`src/rtl/alu_op_sequencer_if.sv`:
```
// Operand-fetch bus and result handshake between the sequencer and its neighbours.
// The slave side is the sequencer; the master side is whoever feeds operands and consumes results.
interface alu_op_sequencer_if;
   logic [15:0] bus_in;
   logic        bus_valid;
   logic        bus_ready;
   logic [15:0] result;
   logic [3:0]  flags;
   logic        res_valid;
   logic        res_ready;

   modport master (
      output bus_in, bus_valid, res_ready,
      input  bus_ready, result, flags, res_valid
   );

   modport slave (
      input  bus_in, bus_valid, res_ready,
      output bus_ready, result, flags, res_valid
   );
endinterface

```
`src/rtl/alu_op_sequencer.sv`:
```
// Fetches two operands, drives the 16-bit add/sub math unit, and captures its result and
// the persistent {C,V,N,Z} status flags, then hands the result downstream.
module alu_op_sequencer #(
   parameter int FETCH_TIMEOUT = 0,
   parameter int TO_W          = 8
) (
   input  logic              clk,
   input  logic              rst_n,
   input  logic              start,
   input  logic              op_sub,
   alu_op_sequencer_if.slave bif,
   output logic [15:0]       alu_a,
   output logic [15:0]       alu_b,
   output logic              alu_sub,
   input  logic [15:0]       alu_sum,
   input  logic              alu_cout,
   input  logic              alu_ovf,
   input  logic              alu_no,
   input  logic              alu_zo,
   output logic              busy,
   output logic              err
);

   typedef enum logic [2:0] {
      S_IDLE    = 3'd0,
      S_FETCH_A = 3'd1,
      S_FETCH_B = 3'd2,
      S_EXEC    = 3'd3,
      S_DONE    = 3'd4
   } state_t;

   localparam bit              TO_EN   = (FETCH_TIMEOUT != 0);
   localparam logic [TO_W-1:0] TO_LAST = TO_W'(FETCH_TIMEOUT - 1);
   localparam logic [TO_W-1:0] CNT_ONE = TO_W'(1);
   localparam logic [TO_W-1:0] CNT_ZERO = {TO_W{1'b0}};

   state_t          state_q, state_d;
   logic [15:0]     alu_a_q, alu_a_d;
   logic [15:0]     alu_b_q, alu_b_d;
   logic            alu_sub_q, alu_sub_d;
   logic [15:0]     result_q, result_d;
   logic [3:0]      flags_q, flags_d;
   logic            err_q, err_d;
   logic            bus_ready_q, bus_ready_d;
   logic            res_valid_q, res_valid_d;
   logic            busy_q, busy_d;
   logic [TO_W-1:0] cnt_q, cnt_d;
   logic            expired_s;

   // The last permitted idle fetch cycle has been reached (never true when the timeout is disabled).
   assign expired_s = TO_EN && (cnt_q == TO_LAST);

   // Next-state, datapath capture and registered-output decode.
   always_comb begin
      state_d   = state_q;
      alu_a_d   = alu_a_q;
      alu_b_d   = alu_b_q;
      alu_sub_d = alu_sub_q;
      result_d  = result_q;
      flags_d   = flags_q;
      cnt_d     = cnt_q;
      err_d     = 1'b0;

      case (state_q)
         S_IDLE: begin
            if (start) begin
               state_d   = S_FETCH_A;
               alu_sub_d = op_sub;
               cnt_d     = CNT_ZERO;
            end else begin
               state_d = S_IDLE;
            end
         end
         S_FETCH_A: begin
            // A handshake takes priority over a timeout expiring in the same cycle.
            if (bif.bus_valid) begin
               alu_a_d = bif.bus_in;
               state_d = S_FETCH_B;
               cnt_d   = CNT_ZERO;
            end else if (expired_s) begin
               state_d = S_IDLE;
               err_d   = 1'b1;
               cnt_d   = CNT_ZERO;
            end else begin
               cnt_d = TO_EN ? (cnt_q + CNT_ONE) : CNT_ZERO;
            end
         end
         S_FETCH_B: begin
            if (bif.bus_valid) begin
               alu_b_d = bif.bus_in;
               state_d = S_EXEC;
               cnt_d   = CNT_ZERO;
            end else if (expired_s) begin
               state_d = S_IDLE;
               err_d   = 1'b1;
               cnt_d   = CNT_ZERO;
            end else begin
               cnt_d = TO_EN ? (cnt_q + CNT_ONE) : CNT_ZERO;
            end
         end
         S_EXEC: begin
            result_d = alu_sum;
            flags_d  = {alu_cout, alu_ovf, alu_no, alu_zo};
            state_d  = S_DONE;
         end
         S_DONE: begin
            if (bif.res_ready) begin
               state_d = S_IDLE;
            end else begin
               state_d = S_DONE;
            end
         end
         default: begin
            state_d = S_IDLE;
         end
      endcase

      // Decoded from the next state so the registered outputs line up with state_q.
      bus_ready_d = (state_d == S_FETCH_A) || (state_d == S_FETCH_B);
      res_valid_d = (state_d == S_DONE);
      busy_d      = (state_d != S_IDLE);
   end

   // State and datapath registers.
   always_ff @(posedge clk or negedge rst_n) begin
      if (!rst_n) begin
         state_q     <= S_IDLE;
         alu_a_q     <= 16'h0000;
         alu_b_q     <= 16'h0000;
         alu_sub_q   <= 1'b0;
         result_q    <= 16'h0000;
         flags_q     <= 4'b0000;
         err_q       <= 1'b0;
         bus_ready_q <= 1'b0;
         res_valid_q <= 1'b0;
         busy_q      <= 1'b0;
         cnt_q       <= CNT_ZERO;
      end else begin
         state_q     <= state_d;
         alu_a_q     <= alu_a_d;
         alu_b_q     <= alu_b_d;
         alu_sub_q   <= alu_sub_d;
         result_q    <= result_d;
         flags_q     <= flags_d;
         err_q       <= err_d;
         bus_ready_q <= bus_ready_d;
         res_valid_q <= res_valid_d;
         busy_q      <= busy_d;
         cnt_q       <= cnt_d;
      end
   end

   assign alu_a         = alu_a_q;
   assign alu_b         = alu_b_q;
   assign alu_sub       = alu_sub_q;
   assign bif.result    = result_q;
   assign bif.flags     = flags_q;
   assign bif.bus_ready = bus_ready_q;
   assign bif.res_valid = res_valid_q;
   assign busy          = busy_q;
   assign err           = err_q;

endmodule

```
`src/flat_wrapper.sv`:
```
// flat-port wrapper written by rule: the top's interface ports become plain ports
module alu_op_sequencer_flat 
#(
   parameter int FETCH_TIMEOUT = 0,
   parameter int TO_W          = 8
)
  (clk, rst_n, start, op_sub, alu_a, alu_b, alu_sub, alu_sum, alu_cout, alu_ovf, alu_no, alu_zo, busy, err, bif_bus_in, bif_bus_valid, bif_res_ready, bif_bus_ready, bif_result, bif_flags, bif_res_valid);
  alu_op_sequencer_if bif_i ();
  input  logic clk;
  input  logic rst_n;
  input  logic start;
  input  logic op_sub;
  output logic [15:0] alu_a;
  output logic [15:0] alu_b;
  output logic alu_sub;
  input  logic [15:0] alu_sum;
  input  logic alu_cout;
  input  logic alu_ovf;
  input  logic alu_no;
  input  logic alu_zo;
  output logic busy;
  output logic err;
  input wire logic [$bits(bif_i.bus_in)-1:0] bif_bus_in;
  input wire logic [$bits(bif_i.bus_valid)-1:0] bif_bus_valid;
  input wire logic [$bits(bif_i.res_ready)-1:0] bif_res_ready;
  output wire logic [$bits(bif_i.bus_ready)-1:0] bif_bus_ready;
  output wire logic [$bits(bif_i.result)-1:0] bif_result;
  output wire logic [$bits(bif_i.flags)-1:0] bif_flags;
  output wire logic [$bits(bif_i.res_valid)-1:0] bif_res_valid;
  assign bif_i.bus_in = bif_bus_in;
  assign bif_i.bus_valid = bif_bus_valid;
  assign bif_i.res_ready = bif_res_ready;
  assign bif_bus_ready = bif_i.bus_ready;
  assign bif_result = bif_i.result;
  assign bif_flags = bif_i.flags;
  assign bif_res_valid = bif_i.res_valid;
  alu_op_sequencer #(.FETCH_TIMEOUT(FETCH_TIMEOUT), .TO_W(TO_W)) u_core (.clk(clk), .rst_n(rst_n), .start(start), .op_sub(op_sub), .bif(bif_i), .alu_a(alu_a), .alu_b(alu_b), .alu_sub(alu_sub), .alu_sum(alu_sum), .alu_cout(alu_cout), .alu_ovf(alu_ovf), .alu_no(alu_no), .alu_zo(alu_zo), .busy(busy), .err(err));
endmodule
```
`config.mk`:
```
export PLATFORM = sky130hd
export DESIGN_NAME = alu_op_sequencer_flat
export DESIGN_NICKNAME = d
export VERILOG_FILES = /design/src/rtl/alu_op_sequencer_if.sv /design/src/rtl/alu_op_sequencer.sv /design/src/flat_wrapper.sv
export SDC_FILE = /design/constraint.sdc
export NUM_CORES = 1
export LEC_CHECK = 0
export ABC_CLOCK_PERIOD_IN_PS = 2400
export CAP_MARGIN = 10
export CORE_MARGIN = 2
export CORE_UTILIZATION = 35
export CTS_CLUSTER_DIAMETER = 80
export DETAILED_ROUTE_END_ITERATION = 6
export PLACE_DENSITY = 0.68
export SYNTH_ARGS = -nofsm -noshare
export SYNTH_HDL_FRONTEND = slang
export SYNTH_SLANG_ARGS = --single-unit
```
`constraint.sdc`:
```
create_clock -name clk -period 2.4 [get_ports clk]
set_clock_uncertainty 0.15 [all_clocks]
set_input_delay 0.6 -clock clk [delete_from_list [all_inputs] [get_ports clk]]
set_output_delay 0.6 -clock clk [all_outputs]
set_load 0.02 [all_outputs]
```
; ---- After elaboration in Yosys (flattened, before gate mapping)
; Cells that the tools add are included.
; W data, S select, Z words.
[totals]
word_cells = 27
regBits = 59
input_bits = 42
[classes]
n_eq_ne = 7
mux = 5
reduce_logical = 6
[ops]
columns = op, n
row1 = $pmux W3 S5, 1
row2 = $eq A3 B2 Y1 const B, 3
row3 = $mux W3, 3
row4 = $eq A3 B1 Y1 const B, 2
row5 = $eq A3 B3 Y1 const B, 2
row6 = $reduce_and A2 Y1, 3
row7 = $logic_not A3 Y1, 1
row8 = $reduce_bool A3 Y1, 1
row9 = $logic_or A1 B1 Y1, 1
row10 = $mux W1, 1

; ---- Depth between registers and ports, before layout
; Gate-level depths: netlist (run 1).
[depth]
depth_word = 4
ltp_mapped = 5
depth_no_buf = 2

; ---- Worst setup path before layout (run 1)
; OpenSTA, ideal clock, no wires.
[synth_path]
path_kind = input to register
startpoint = input bif_bus_valid
endpoint = register u_core.alu_a_q[10] (netlist: u_core.alu_a[10])
path_stages = 4
arrival_time_ns = 1.340
setup_slack_ns = 0.785
n_path_buf = 2
setup_ns = 0.125
path_cell_list = and4bb_1 -> buf_6 -> buf_12 -> mux2_4
[synth_via]
elab_chain_cells = 1
[synth_rtl]
columns = element, line
row1 = start: declaration, flat_wrapper.sv:24  ; input wire logic [$bits(bif_i.bus_valid)-1:0] bif_bus_valid;
row2 = $reduce_and A2 Y1 (no line), -
row3 = end signal: assignment, alu_op_sequencer.sv:140  ; alu_a_q <= alu_a_d;
row4 = end: declaration, alu_op_sequencer.sv:38  ; logic [15:0] alu_a_q, alu_a_d;
; No other way between the ends.
; A chain may end at the register's enable or synchronous reset.

; ---- Worst setup path in the final report (run 1)
[layout_path]
startpoint = register u_core.alu_a_q[6] (netlist: u_core.alu_a[6])
endpoint = output alu_a[6]
[layout_lines]
columns = element, line
row1 = end: declaration, flat_wrapper.sv:13  ; output logic [15:0] alu_a;
; No word-level cell between the ends.

==> qor.yml, run 1 <==
cts:
  ctsHoldBuffers: 0
  clock_sinks: 59
  ctsResizeCount: 0
  cts_made_buffers: 9
  cts_max_path_buffers: 2
  clk_pin_slew_ns: 0.06
  cts_setup_buffers: 0
  root_buffer: "clkbuf_8"
  clock_latency_ns: 0.32
  cts_tree: "done"
  htree_levels: 3
routing:
  drt-pass1-iter-count: 4
  wire_per_inst_um: 16.0
  ant_nets: 0
  via_per_inst: 4.58
  first_iter_violations: 40
  route.vias.total: 1490
  drc: 0
  wl_mm: 5.22
worst_setup_path:
  r2r_end: "u_core.alu_b[15]$_DFFE_PN0P_"
  cp_data_arrival_time_ns: 1.32
  worstPathRequired_ns: 1.65
  worst-path-max-fanout: 2
  r2r-start: "u_core.state_q[0]$_DFF_PN0_"
  worstSetupStartpointType: "register"
  crit_chain: "clkdlybuf4s50_1"
  rr_worst_depth: 3
  crit_type: "register to output port"
  cpPeakStageDelay_ns: 0.62
  crit_family: "buffers and inverters"
  cp_slowest_cell: "clkdlybuf4s50_1"
  crit_buf_inv: 1
  end_kind: "output port"
  rrSetupSlack_ns: 0.76
floorplanning:
  pin_count: 99
  floorplan.initialDensity_pct: 36.7
  dieArea_um2: 7450
  coreArea_um2: 6460
  chipHeight_um: 86.3
  rows: 29
  dieWidth_um: 86.3
place:
  dp.final_hpwl_mm: 3.80
  place_congestion: 0.694
  portBuffers: 97
yosys:
  synth_area_per_cell_um2: 17.1
  netlist_instances: 139
  netlist_area_um2: 2370
  synth-seq-area-share_pct: 62.3
  syn-num-nets: 181
  yosysWarningCount: 0
  ys_ff_latch: 59
  ys_types: 21
status:
  status: "complete, no violations"
power:
  powerDensity_nw_per_um2: 1460
  p_leak_nw: 1.53
  vdd_drop_max_mv: 0.781
worst_hold_path:
  hp-class: "primary input to async pin"
flow_run:
  maxCapViolations: 0
cells_and_area:
  diodes: 0
  syn2layout_area_growth_pct: 51.2
  num-fill-cells: 529
  final_layout_size_suffix_gt1_share_pct: 29.4
  fin_nets: 285
  regArea_um2: 1480
  multiInputGateArea_um2: 800
timing:
  finalCritPeriodShare_pct: 86.2
  rsz0062_at_grt: "no"
  fmax_mhz: 484
  tns_ns: 0
  fin_crit_ns: 2.07
  hold_ws_ns: 0.0389
  setup_viol: 0
  slew_violations: 0
  finalHoldViolCount: 0
grt:
  grt_pass1_vias: 1654
  grt_max_degree: 31
  antenna_found_initial: 0
  grt_first_pass_wirelength_mm: 8.24
  grt_use_total_pct: 14.8
  overflow: 0
[cell usage after synthesis]
| cell | instances | area [um2] |
|---|---|---|
| a2111oi_0 | 1 | 8.76 |
| a21oi_1 | 2 | 10.0 |
| and4bb_1 | 2 | 25.0 |
| buf_12 | 2 | 40.0 |
| buf_2 | 2 | 10.0 |
| buf_4 | 3 | 22.5 |
| buf_6 | 2 | 22.5 |
| conb_1 | 1 | 3.75 |
| dfrtp_1 | 59 | 1480 |
| mux2_2 | 33 | 372 |
| mux2_4 | 20 | 300 |
| nand2_1 | 2 | 7.51 |
| nand2b_1 | 1 | 6.26 |
| nand3b_1 | 2 | 15.0 |
| nor2b_1 | 1 | 6.26 |
| nor3_1 | 1 | 5.00 |
| nor4b_1 | 1 | 8.76 |
| o21ai_0 | 1 | 5.00 |
| o21bai_1 | 1 | 7.51 |
| or3b_2 | 1 | 8.76 |
| or4b_1 | 1 | 10.0 |
[placed cells by master, fill, tap and decap left out, drive strengths merged]
cell type	count
nor3	1
buf	6
nand3b	2
o21bai	1
nor2b	1
clkdlybuf4s50	96
and4bb	2
a2111oi	1
nor4b	1
conb	1
a21oi	2
nand2b	1
nand2	2
or4b	1
clkbuf	14
clkinv	2
or3b	1
dfrtp	59
o21ai	1
mux2	53
[layout make-up]
type / instances / share of cell area (%)
clock buffers: 14 / 4.54
clock inverters: 2 / 0.279
multi-input cells: 71 / 22.3
flip-flops and latches: 59 / 41.2
well taps: 77 / 2.69
repair buffers: 102 / 29.0
[worst max-delay path by stage]
stage,from,end,cells past startpoint
6_report,u_core.alu_a[6]$_DFFE_PN0P_,alu_a[6],1
2_1_floorplan,bif_bus_valid,u_core.alu_a[10]$_DFFE_PN0P_,4
3_3_place_gp,bif_bus_valid,u_core.alu_a[0]$_DFFE_PN0P_,4
3_5_place_dp,bif_bus_valid,u_core.alu_a[15]$_DFFE_PN0P_,4
5_1_grt,u_core.alu_a[14]$_DFFE_PN0P_,alu_a[14],1
4_1_cts,u_core.alu_a[5]$_DFFE_PN0P_,alu_a[5],1
[cell families (layout without fill, tap and decap cells)]
logic type / Yosys count / in the layout / synth area share [%]
buffers and inverters: 9 / 118 / 4.01
muxes: 53 / 53 / 28.3
DFF: 59 / 59 / 62.3
other: 1 / 1 / 0.158
AOI/OAI and AO/OA: 5 / 5 / 1.32
and+or+nand+nor: 12 / 12 / 3.91
[worst reg2reg max path: cells and delay by family, from the launching register on]
kind	cells	cell delay, ns
DFF	1	0.47
and+or+nand+nor	1	0.36
muxes	1	0.35
buffers and inverters	1	0.18
[stage by stage]
| stage | total power [mW] | worst slack, ns | instances | cell area, um2 | utilization, % |
|---|---|---|---|---|---|
| after detailed placement | 4.48 | 0.156 | 309 | 3410 | 52.8 |
| after global routing | 5.50 | 0.264 | 325 | 3590 | 55.5 |
| final | 5.23 | 0.332 | 325 | 3590 | 55.5 |
| after global placement | 4.44 | 0.199 | 309 | 3410 | 52.8 |
| after floorplan | 3.26 | 0.785 | 139 | 2370 | - |
| after CTS | 5.30 | 0.299 | 325 | 3590 | 55.5 |
[registers in the layout, summed over array words and instances, names as in the netlist]
register	count
u_core.bif.result	16
u_core.bif.flags	4
u_core.state_q	3
u_core.alu_a	16
u_core.busy	1
u_core.alu_sub	1
u_core.bif.res_valid	1
u_core.alu_b	16
u_core.bif.bus_ready	1
[power breakdown]
group          internal (mW)  switching, mW
Sequential              1.50          0.311
Combinational           1.50           1.12
Clock                  0.429          0.362
[per-layer routing]
| metal | share of wire (%) | GRT usage (%) | up-vias |
|---|---|---|---|
| li1 | - | - | 701 |
| met1 | 44 | 18.5 | 735 |
| met2 | 48 | 22.6 | 52 |
| met3 | 7.7 | 7.24 | 2 |
| met4 | 0.48 | 5.11 | 0 |
| met5 | 0 | 0 | - |
No activity file was read; power rests on OpenSTA's default activity.
==> run 2: changes to the inputs <==
--- a/config.mk
+++ b/config.mk
@@ -6,12 +6,14 @@
 export NUM_CORES = 1
 export LEC_CHECK = 0
 export ABC_CLOCK_PERIOD_IN_PS = 2400
-export CAP_MARGIN = 10
+export CAP_MARGIN = 20
 export CORE_MARGIN = 2
 export CORE_UTILIZATION = 35
 export CTS_CLUSTER_DIAMETER = 80
 export DETAILED_ROUTE_END_ITERATION = 6
 export PLACE_DENSITY = 0.68
+export SKIP_LAST_GASP = 1
+export SLEW_MARGIN = 30
 export SYNTH_ARGS = -nofsm -noshare
 export SYNTH_HDL_FRONTEND = slang
 export SYNTH_SLANG_ARGS = --single-unit
==> results of run 2 <==
Final layout, timing and power as in run 1 (identical DEF).
==> run 3: changes to the inputs <==
--- a/config.mk
+++ b/config.mk
@@ -7,7 +7,7 @@
 export LEC_CHECK = 0
 export ABC_CLOCK_PERIOD_IN_PS = 2400
 export CAP_MARGIN = 20
-export CORE_MARGIN = 2
+export CORE_MARGIN = 8
 export CORE_UTILIZATION = 35
 export CTS_CLUSTER_DIAMETER = 80
 export DETAILED_ROUTE_END_ITERATION = 6
==> qor.yml, run 3 (synthesized netlist as in run 1, its figures left out) <==
status:
  status: "complete, no violations"
cells_and_area:
  finalCoreUtilization_pct: 54.0  # -1.6 points
  syn2layout_area_growth_pct: 52.0
  final_cell_mix: "clkdlybuf4s50_1, dfrtp_1, mux2_2, mux2_4, clkbuf_8"
  final_layout_size_suffix_gt1_share_pct: 29.6  # +0.12 points
  diodes: 0  # unchanged
  num-fill-cells: 568  # +7.4%
  regArea_um2: 1480  # unchanged
  stdcell_count: 327  # +0.62%
  fin_nets: 284  # -0.35%
  final_common_cell: "clkdlybuf4s50_1"
  design_area_um2: 3600  # +0.52%
  multiInputGateArea_um2: 800  # unchanged
grt:
  grt_first_pass_wirelength_mm: 9.07  # +10%
  grt_use_total_pct: 12.1  # -2.8 points
  antenna_found_initial: 0  # unchanged
  grt_pass1_vias: 1706  # +3.1%
  grt_max_degree: 60  # +94%
  overflow: 0  # unchanged
power:
  switching_share_pct: 34.0  # -0.27 points
  p_leak_nw: 1.52  # -0.17%
  powerDensity_nw_per_um2: 1480  # +1.3%
  pwr-share-clk_pct: 16.5  # +1.4 points
  vdd_drop_max_mv: 0.565  # -28%
  p_seq_share_pct: 34.0  # -0.7 points
  p_comb_share_pct: 49.5  # -0.6 points
  p_sw_mw: 1.81  # +0.97%
  p_int_mw: 3.51  # +2.2%
  total_power_mw: 5.32  # +1.8%
place:
  placedInstanceArea_um2: 3410  # -0.11%
  dp.cells: 311  # +0.65%
  dp_slack_ns: 0.161  # +0.00437 ns
  place_congestion: 0.668  # -3.7%
  dp.final_hpwl_mm: 4.07  # +7.3%
  portBuffers: 97  # unchanged
routing:
  via_per_inst: 4.68  # +2.0%
  drc: 0  # unchanged
  wl_mm: 5.51  # +5.7%
  drt-pass1-iter-count: 4  # unchanged
  wire_per_inst_um: 16.9  # +5.0%
  ant_nets: 0  # unchanged
  first_iter_violations: 35  # -13%
  route.vias.total: 1529  # +2.6%
timing:
  slew_violations: 0  # unchanged
  fin_crit_ns: 2.07  # +0.00471 ns
  setup_viol: 0  # unchanged
  tns_ns: 0  # unchanged
  rsz0062_at_grt: "no"
  hold_ws_ns: 0.119  # +0.0804 ns
  finalHoldViolCount: 0  # unchanged
  setup_slack_ns: 0.327  # -0.00471 ns
  finalCritPeriodShare_pct: 86.4  # +0.20 points
  fmax_mhz: 482  # -0.23%
worst_setup_path:
  cpPeakStageDelay_ns: 0.63  # about the same
  r2r-start: "u_core.state_q[1]$_DFF_PN0_"
  crit_buf_inv: 1  # unchanged
  worst-path-max-fanout: 2  # unchanged
  worstPathRequired_ns: 1.65  # about the same
  crit_type: "register to output port"
  crit_start: "u_core.bif.flags[1]$_DFFE_PN0N_"
  end_kind: "output port"
  r2r_end: "u_core.alu_a[3]$_DFFE_PN0P_"
  crit_family: "buffers and inverters"
  crit_chain: "clkdlybuf4s50_1"
  rr_worst_depth: 3  # unchanged
  rrSetupSlack_ns: 0.77  # about the same
  cp_slowest_cell: "clkdlybuf4s50_1"
  cp_data_arrival_time_ns: 1.32  # about the same
  worstSetupStartpointType: "register"
floorplanning:
  floorplan.initialDensity_pct: 35.5  # -1.2 points
  dieWidth_um: 98.3  # +14%
  dieArea_um2: 9660  # +30%
  pin_count: 99  # unchanged
  chipHeight_um: 98.3  # +14%
  coreArea_um2: 6680  # +3.4%
  rows: 30  # +3.4%
cts:
  cts_max_path_buffers: 2  # unchanged
  clk_pin_slew_ns: 0.07  # about the same
  ctsHoldBuffers: 0  # unchanged
  ctsResizeCount: 0  # unchanged
  htree_levels: 3  # unchanged
  root_buffer: "clkbuf_8"
  cts_made_buffers: 9  # unchanged
  clock_sinks: 59  # unchanged
  cts_setup_buffers: 0  # unchanged
  cts_tree: "done"
  clock_latency_ns: 0.32  # about the same
worst_hold_path:
  hp-class: "primary input to async pin"
flow_run:
  maxCapViolations: 0  # unchanged
## run 3: changes by cell type in the layout (fill, tap and decap cells not counted), sizes merged
cell | previous run | this run
buf | 6 | 5
bufinv | 0 | 1
clkinvlp | 0 | 2
clkinv | 2 | 1
clkbuf | 14 | 12
## run 3: final cells by class
| class | instances | share of cell area [%] |
|---|---|---|
| sequential | 59 | 41.0 |
| timing repair buffer | 101 | 28.7 |
| multi-input combinational | 71 | 22.2 |
| clock buffer | 12 | 4.03 |
| tap | 80 | 2.78 |
| clock inverter | 4 | 1.39 |
## run 3: layer usage
| layer | global-route usage (%) | vias up | share of wire, % |
|---|---|---|---|
| li1 | - | 695 | - |
| met3 | 10.1 | 6 | 15 |
| met1 | 13.6 | 752 | 43 |
| met4 | 3.90 | 0 | 1.3 |
| met5 | 0 | - | 0 |
| met2 | 16.5 | 76 | 40 |
## run 3: worst max path at each step
stage                                              end  slack [ns]  cells past startpoint
after floorplan           u_core.alu_a[10]$_DFFE_PN0P_        0.79                      4
after global placement     u_core.alu_a[3]$_DFFE_PN0P_        0.20                      4
after detailed placement   u_core.alu_a[1]$_DFFE_PN0P_        0.16                      4
after CTS                                 bif_flags[1]        0.29                      1
after global routing                      bif_flags[0]        0.25                      1
final                                     bif_flags[1]        0.33                      1
## run 3: power by group through the flow
stage,Combinational (mW),Clock [mW],Sequential [mW]
global route,2.79,0.961,1.89
CTS,2.68,0.912,1.82
finish,2.63,0.879,1.81
detailed placement,2.67,0,1.83
global placement,2.63,0,1.81
floorplan,0.903,0,2.36
## run 3: worst register-to-register path: cells and delay by family, from the launching register on
family                 cells  cell delay [ns]
buffers and inverters      1             0.18
flip-flops                 1             0.48
multiplexers               1             0.35
AND/OR/NAND/NOR            1             0.37
